[config.mk]
export PLATFORM = sky130hd
export DESIGN_NAME = mem_port_arbiter_flat
export DESIGN_NICKNAME = d
export VERILOG_FILES = /design/src/rtl/lc3_mem_pkg.sv /design/src/rtl/mem_port_arbiter_if.sv /design/src/rtl/mem_rr_pick.sv /design/src/rtl/mem_port_arbiter.sv /design/src/flat_wrapper.sv
export SDC_FILE = /design/constraint.sdc
export NUM_CORES = 1
export LEC_CHECK = 0
export ABC_CLOCK_PERIOD_IN_PS = 2400
export CAP_MARGIN = 10
export CORE_ASPECT_RATIO = 1.5
export CORE_UTILIZATION = 42
export DETAILED_ROUTE_END_ITERATION = 16
export PLACE_DENSITY = 0.86
export SYNTH_ARGS = -nofsm -noshare
export SYNTH_HDL_FRONTEND = slang
export SYNTH_HIERARCHICAL = 1
export SYNTH_SLANG_ARGS = --single-unit
[constraint.sdc]
create_clock -name clk -period 2.4 [get_ports clk]
set_input_delay 0.36 -clock clk [delete_from_list [all_inputs] [get_ports clk]]
set_output_delay 0.36 -clock clk [all_outputs]
set_load 0.005 [all_outputs]
[src/rtl/lc3_mem_pkg.sv]
// rtl/lc3_mem_pkg.sv - shared widths, FSM states and requester ids for the memory port arbiter
package lc3_mem_pkg;
  localparam int AW = 16;
  localparam int DW = 16;

  typedef enum logic [1:0] {
    IDLE   = 2'd0,
    ACCESS = 2'd1,
    RESP   = 2'd2
  } state_e;

  typedef enum logic {
    REQ_CPU = 1'b0,
    REQ_DBG = 1'b1
  } req_id_e;
endpackage

[src/rtl/mem_port_arbiter_if.sv]
// rtl/mem_port_arbiter_if.sv - requester ports, debug lock and memory-side bus of the arbiter
interface mem_port_arbiter_if;
  import lc3_mem_pkg::*;

  logic          cpu_req;
  logic          cpu_we;
  logic [AW-1:0] cpu_addr;
  logic [DW-1:0] cpu_wdata;
  logic          cpu_ack;
  logic [DW-1:0] cpu_rdata;
  logic          cpu_wait;

  logic          dbg_req;
  logic          dbg_we;
  logic [AW-1:0] dbg_addr;
  logic [DW-1:0] dbg_wdata;
  logic          dbg_ack;
  logic [DW-1:0] dbg_rdata;
  logic          dbg_lock;

  logic [AW-1:0] mem_addr;
  logic [DW-1:0] mem_wdata;
  logic          mem_we;
  logic [DW-1:0] mem_rdata;
  logic          busy;

  modport slave (
    input  cpu_req, cpu_we, cpu_addr, cpu_wdata,
    output cpu_ack, cpu_rdata, cpu_wait,
    input  dbg_req, dbg_we, dbg_addr, dbg_wdata, dbg_lock,
    output dbg_ack, dbg_rdata,
    output mem_addr, mem_wdata, mem_we, busy,
    input  mem_rdata
  );

  modport master (
    output cpu_req, cpu_we, cpu_addr, cpu_wdata,
    input  cpu_ack, cpu_rdata, cpu_wait,
    output dbg_req, dbg_we, dbg_addr, dbg_wdata, dbg_lock,
    input  dbg_ack, dbg_rdata,
    input  mem_addr, mem_wdata, mem_we, busy,
    output mem_rdata
  );
endinterface

[src/rtl/mem_rr_pick.sv]
// rtl/mem_rr_pick.sv - combinational two-way round-robin picker; ties go to the port not granted last
module mem_rr_pick
  import lc3_mem_pkg::*;
(
  input  logic [1:0] eligible,
  input  req_id_e    last_grant,
  output logic       grant_valid,
  output req_id_e    grant_id
);
  always_comb begin
    grant_valid = |eligible;
    grant_id    = REQ_CPU;
    if (eligible == 2'b11) begin
      grant_id = (last_grant == REQ_CPU) ? REQ_DBG : REQ_CPU;
    end else if (eligible[1]) begin
      grant_id = REQ_DBG;
    end
  end
endmodule

[src/rtl/mem_port_arbiter.sv]
// rtl/mem_port_arbiter.sv - serialises CPU and debug accesses to the single-port main memory
module mem_port_arbiter
  import lc3_mem_pkg::*;
(
  input logic               clk,
  input logic               reset,
  mem_port_arbiter_if.slave bus
);
  state_e        state_q;
  req_id_e       id_q;
  req_id_e       last_grant_q;
  logic          we_q;
  logic          mem_we_q;
  logic [AW-1:0] mem_addr_q;
  logic [DW-1:0] mem_wdata_q;
  logic          cpu_ack_q;
  logic          dbg_ack_q;
  logic [DW-1:0] cpu_rdata_q;
  logic [DW-1:0] dbg_rdata_q;

  logic [1:0]    eligible;
  logic          grant_valid;
  req_id_e       grant_id;

  // A port whose ack is showing is still finishing its last access, so it sits out one arbitration.
  assign eligible[0] = bus.cpu_req & ~cpu_ack_q & ~bus.dbg_lock;
  assign eligible[1] = bus.dbg_req & ~dbg_ack_q;

  mem_rr_pick u_pick (
    .eligible    (eligible),
    .last_grant  (last_grant_q),
    .grant_valid (grant_valid),
    .grant_id    (grant_id)
  );

  always_ff @(posedge clk) begin
    if (!reset) begin
      state_q      <= IDLE;
      id_q         <= REQ_CPU;
      last_grant_q <= REQ_DBG;
      we_q         <= 1'b0;
      mem_we_q     <= 1'b0;
      mem_addr_q   <= '0;
      mem_wdata_q  <= '0;
      cpu_ack_q    <= 1'b0;
      dbg_ack_q    <= 1'b0;
      cpu_rdata_q  <= '0;
      dbg_rdata_q  <= '0;
    end else begin
      cpu_ack_q <= 1'b0;
      dbg_ack_q <= 1'b0;
      case (state_q)
        IDLE: begin
          if (grant_valid) begin
            id_q    <= grant_id;
            state_q <= ACCESS;
            if (grant_id == REQ_CPU) begin
              we_q        <= bus.cpu_we;
              mem_we_q    <= bus.cpu_we;
              mem_addr_q  <= bus.cpu_addr;
              mem_wdata_q <= bus.cpu_wdata;
            end else begin
              we_q        <= bus.dbg_we;
              mem_we_q    <= bus.dbg_we;
              mem_addr_q  <= bus.dbg_addr;
              mem_wdata_q <= bus.dbg_wdata;
            end
          end
        end
        ACCESS: begin
          mem_we_q <= 1'b0;
          state_q  <= RESP;
        end
        RESP: begin
          if (id_q == REQ_CPU) begin
            cpu_ack_q <= 1'b1;
            if (!we_q) cpu_rdata_q <= bus.mem_rdata;
          end else begin
            dbg_ack_q <= 1'b1;
            if (!we_q) dbg_rdata_q <= bus.mem_rdata;
          end
          last_grant_q <= id_q;
          state_q      <= IDLE;
        end
        default: begin
          mem_we_q <= 1'b0;
          state_q  <= IDLE;
        end
      endcase
    end
  end

  assign bus.mem_we    = mem_we_q;
  assign bus.mem_addr  = mem_addr_q;
  assign bus.mem_wdata = mem_wdata_q;
  assign bus.cpu_ack   = cpu_ack_q;
  assign bus.dbg_ack   = dbg_ack_q;
  assign bus.cpu_rdata = cpu_rdata_q;
  assign bus.dbg_rdata = dbg_rdata_q;
  assign bus.cpu_wait  = bus.cpu_req & ~cpu_ack_q;
  assign bus.busy      = (state_q != IDLE);
endmodule

[src/flat_wrapper.sv]
// flat-port wrapper written by rule: the top's interface ports become plain ports
module mem_port_arbiter_flat import lc3_mem_pkg::*;
  (clk, reset, bus_cpu_req, bus_cpu_we, bus_cpu_addr, bus_cpu_wdata, bus_cpu_ack, bus_cpu_rdata, bus_cpu_wait, bus_dbg_req, bus_dbg_we, bus_dbg_addr, bus_dbg_wdata, bus_dbg_lock, bus_dbg_ack, bus_dbg_rdata, bus_mem_addr, bus_mem_wdata, bus_mem_we, bus_busy, bus_mem_rdata);
  mem_port_arbiter_if bus_i ();
  input logic clk;
  input logic reset;
  input wire logic [$bits(bus_i.cpu_req)-1:0] bus_cpu_req;
  input wire logic [$bits(bus_i.cpu_we)-1:0] bus_cpu_we;
  input wire logic [$bits(bus_i.cpu_addr)-1:0] bus_cpu_addr;
  input wire logic [$bits(bus_i.cpu_wdata)-1:0] bus_cpu_wdata;
  output wire logic [$bits(bus_i.cpu_ack)-1:0] bus_cpu_ack;
  output wire logic [$bits(bus_i.cpu_rdata)-1:0] bus_cpu_rdata;
  output wire logic [$bits(bus_i.cpu_wait)-1:0] bus_cpu_wait;
  input wire logic [$bits(bus_i.dbg_req)-1:0] bus_dbg_req;
  input wire logic [$bits(bus_i.dbg_we)-1:0] bus_dbg_we;
  input wire logic [$bits(bus_i.dbg_addr)-1:0] bus_dbg_addr;
  input wire logic [$bits(bus_i.dbg_wdata)-1:0] bus_dbg_wdata;
  input wire logic [$bits(bus_i.dbg_lock)-1:0] bus_dbg_lock;
  output wire logic [$bits(bus_i.dbg_ack)-1:0] bus_dbg_ack;
  output wire logic [$bits(bus_i.dbg_rdata)-1:0] bus_dbg_rdata;
  output wire logic [$bits(bus_i.mem_addr)-1:0] bus_mem_addr;
  output wire logic [$bits(bus_i.mem_wdata)-1:0] bus_mem_wdata;
  output wire logic [$bits(bus_i.mem_we)-1:0] bus_mem_we;
  output wire logic [$bits(bus_i.busy)-1:0] bus_busy;
  input wire logic [$bits(bus_i.mem_rdata)-1:0] bus_mem_rdata;
  assign bus_i.cpu_req = bus_cpu_req;
  assign bus_i.cpu_we = bus_cpu_we;
  assign bus_i.cpu_addr = bus_cpu_addr;
  assign bus_i.cpu_wdata = bus_cpu_wdata;
  assign bus_cpu_ack = bus_i.cpu_ack;
  assign bus_cpu_rdata = bus_i.cpu_rdata;
  assign bus_cpu_wait = bus_i.cpu_wait;
  assign bus_i.dbg_req = bus_dbg_req;
  assign bus_i.dbg_we = bus_dbg_we;
  assign bus_i.dbg_addr = bus_dbg_addr;
  assign bus_i.dbg_wdata = bus_dbg_wdata;
  assign bus_i.dbg_lock = bus_dbg_lock;
  assign bus_dbg_ack = bus_i.dbg_ack;
  assign bus_dbg_rdata = bus_i.dbg_rdata;
  assign bus_mem_addr = bus_i.mem_addr;
  assign bus_mem_wdata = bus_i.mem_wdata;
  assign bus_mem_we = bus_i.mem_we;
  assign bus_busy = bus_i.busy;
  assign bus_i.mem_rdata = bus_mem_rdata;
  mem_port_arbiter u_core (.clk(clk), .reset(reset), .bus(bus_i));
endmodule
==> metrics.txt <==
Register-to-Register Path Depth=7; Initial DRC Count=136; Clock H-tree levels=3; kind of cell adding the most delay to the critical path=simple AND/OR/NAND/NOR gates; sequential share of the synthesized area=0.500; largest net degree at the start of global routing=34; num rows=36; post-synth top area cell=dfxtp_1; Final Net Count=523; number of gates resized after CTS=0; # setup viols final=0; Syn-to-layout area delta=64.5%; I/O pins=156; DRT antenna net count=0; Buf/Inv on CP=2; crit path kind=in2reg; CP most frequent cell=nor2b_1; most frequent cells in the layout=clkdlybuf4s50_1, dfxtp_1, nand2_1; die area=7210 µm²; hold crit path type=in2reg; status=completed; clock transition at the registers of the reported paths=70 ps; initial antenna violation count=0; diode count=0; CTS Hold Bufs=0; vias in the first global route=2,471; via count=2,630; synthesized area=2880 µm²; CP max stage cell=clkdlybuf4s50_1; Internal=2.31 mW; worst vdd ir=0.000468 V; register share of total power=0.440; drt via density=5.09; post-synthesis async set-or-reset flop share=0; total negative setup slack=0 ps; Hold Violations, Final=0; syn_nets=374; TritonCTS clock tree=done; first-pass GRT wire length=11,900 µm; WP data required=2640 ps; Clock Path Buffers=2; Post-Syn Instances=287; crit path launch type=input pin; Gate power share=0.173; initial core utilization=0.438; WL/cell=14.9 µm; worst clock skew=10.3 ps; Initial DRT Pass Iterations=4; critical hold path startpoint=reset; Avg Inst Size Synth=10.0 µm²; count of cell types in the netlist=25; post-synth top area share=0.500; Sink Count=72; share of cells above drive strength 1=0.113; Critical R2R Launch=u_core/bus.cpu_ack; Lkg Pwr=1.78 nW; CP arrival=2200 ps; critical path endpoint category=flip-flop; clock power share=0.387; Clock Latency Late Sink=330 ps; Final Critical Period=1960 ps; non-filler cells, final=517; total clock buffers created by CTS=9; sw frac=0.223; # DRC=0; reg2reg end=u_core/bus.mem_addr[2]; worst slew pin tran=556 ps; Cell Pwr Density=627 nW/µm²; Psw=0.663 mW; r2r setup slk=620 ps; Peak Freq=511 MHz; Worst Hold Path Cells=2; GRT Overall Usage=0.208; EDFF count, synth=0; YS warnings=6; grt ovf=0; Vert. Die Dim=103 µm; worst-path fanout max=33; Final GP Congestion=0.702; max-cap viol count=0; Root Buffer=clkbuf_8; Seq cells post-synth=72; routed wire length=7690 µm; Max stage delay on crit path=450 ps; Placed Cells=501; RSZ-0062 raised after global routing=no; Slew Limit Headroom=0.630; Max Transition Viols Final=0; post-CTS setup buffers=0; Port Buffer Count=155; Synth area leaders=dfxtp_1, mux2i_1, o2bb2ai_1; commonest non-fill, non-tap cell in the layout=clkdlybuf4s50_1; hpwl dp=5690 µm; Cell Chain, Critical Path=clkdlybuf4s50_1 -> nor2b_1 -> nor2b_1 -> or2_1 -> nor3b_2 -> nand2_1 -> buf_4 -> o2bb2ai_1; worst hold path endpoint=u_core/last_grant_q; most common flop cell mapped by yosys=dfxtp_1; Core Footprint=6580 µm²; Tcrit/Tclk final=0.816; Die Wd=69.6 µm; CP Launch Point=bus_cpu_req
==> synthesized netlist by cell type, drive strengths merged, types with 2 or more instances <==
library cell / count
mux2i: 34
nand2: 37
o2bb2ai: 33
clkbuf: 11
dfxtp: 72
nor2: 2
buf: 15
nor2b: 5
or2: 2
nand3: 33
o21ai: 34
==> power by group through the flow <==
stage                     combinational (mW)  sequential [mW]  clock, mW
after floorplan                        0.186             1.33          0
after global placement                 0.503             1.33          0
after detailed placement               0.517             1.33          0
after CTS                              0.518             1.31       1.17
after global routing                   0.551             1.31       1.22
final                                  0.515             1.31       1.15
==> layout make-up <==
type	instances	area (µm²)
Tap cell	76	95.1
Clock buffer	11	141
Timing Repair Buffer	164	1640
Fill cell	493	1830
Multi-Input combinational cell	188	1320
Clock inverter	5	104
Inverter	1	3.75
Sequential cell	72	1440
==> flip-flops by register name (all words and copies together) (netlist names) <==
register	flops
u_core/id_q	1
u_core/last_grant_q	1
u_core/bus.dbg_ack	1
u_core/bus.mem_addr	16
u_core/bus.cpu_rdata	16
u_core/bus.mem_wdata	16
u_core/bus.mem_we	1
u_core/bus.cpu_ack	1
u_core/bus.dbg_rdata	16
u_core/we_q	1
u_core/state_q	2
==> stage by stage <==
step	hold WS (ps)	total power [mW]	utilization	setup WS (ps)	cell area, µm²
3_5_place_dp	446	1.85	0.684	126	4500
6_report	362	2.97	0.721	442	4740
5_1_grt	361	3.09	0.721	289	4740
3_3_place_gp	442	1.83	0.684	311	4500
2_1_floorplan	438	1.52	-	751	2880
4_1_cts	339	3.00	0.721	482	4740
==> layer usage <==
metal  vias to the layer above  share of wire  GRT usage
li1                       1324              -          -
met1                      1178           0.41      0.239
met2                       119           0.48      0.358
met3                         9          0.094     0.0746
met4                         0          0.014     0.0754
met5                         -              0          0
==> worst reg2reg max path: stages (launching register included) <==
cell and delay [ps]:
dfxtp_1 310, nor2b_1 130, nor2b_1 180, or2_1 130, nor3b_2 300, nand2_1 120, buf_4 270, o2bb2ai_1 250
==> kinds of logic after synthesis <==
group | Yosys count | synth area share
AND/OR/NAND/NOR | 85 | 0.150
multiplexers | 34 | 0.118
flip-flops | 72 | 0.500
buffers and inverters | 27 | 0.0477
AO/OA/AOI/OAI | 69 | 0.184
==> worst max path at each step <==
| stage | to | slack, ps | depth (start not counted) |
|---|---|---|---|
| after floorplan | u_core/bus.mem_addr[0] | 750 | 8 |
| after global placement | u_core/bus.mem_addr[0] | 310 | 8 |
| after detailed placement | u_core/bus.mem_addr[2] | 130 | 8 |
| after CTS | u_core/bus.mem_addr[2] | 480 | 8 |
| after global routing | u_core/bus.mem_addr[2] | 290 | 8 |
| final | u_core/bus.mem_addr[2] | 440 | 8 |
No activity file was read; power rests on OpenSTA's default activity.
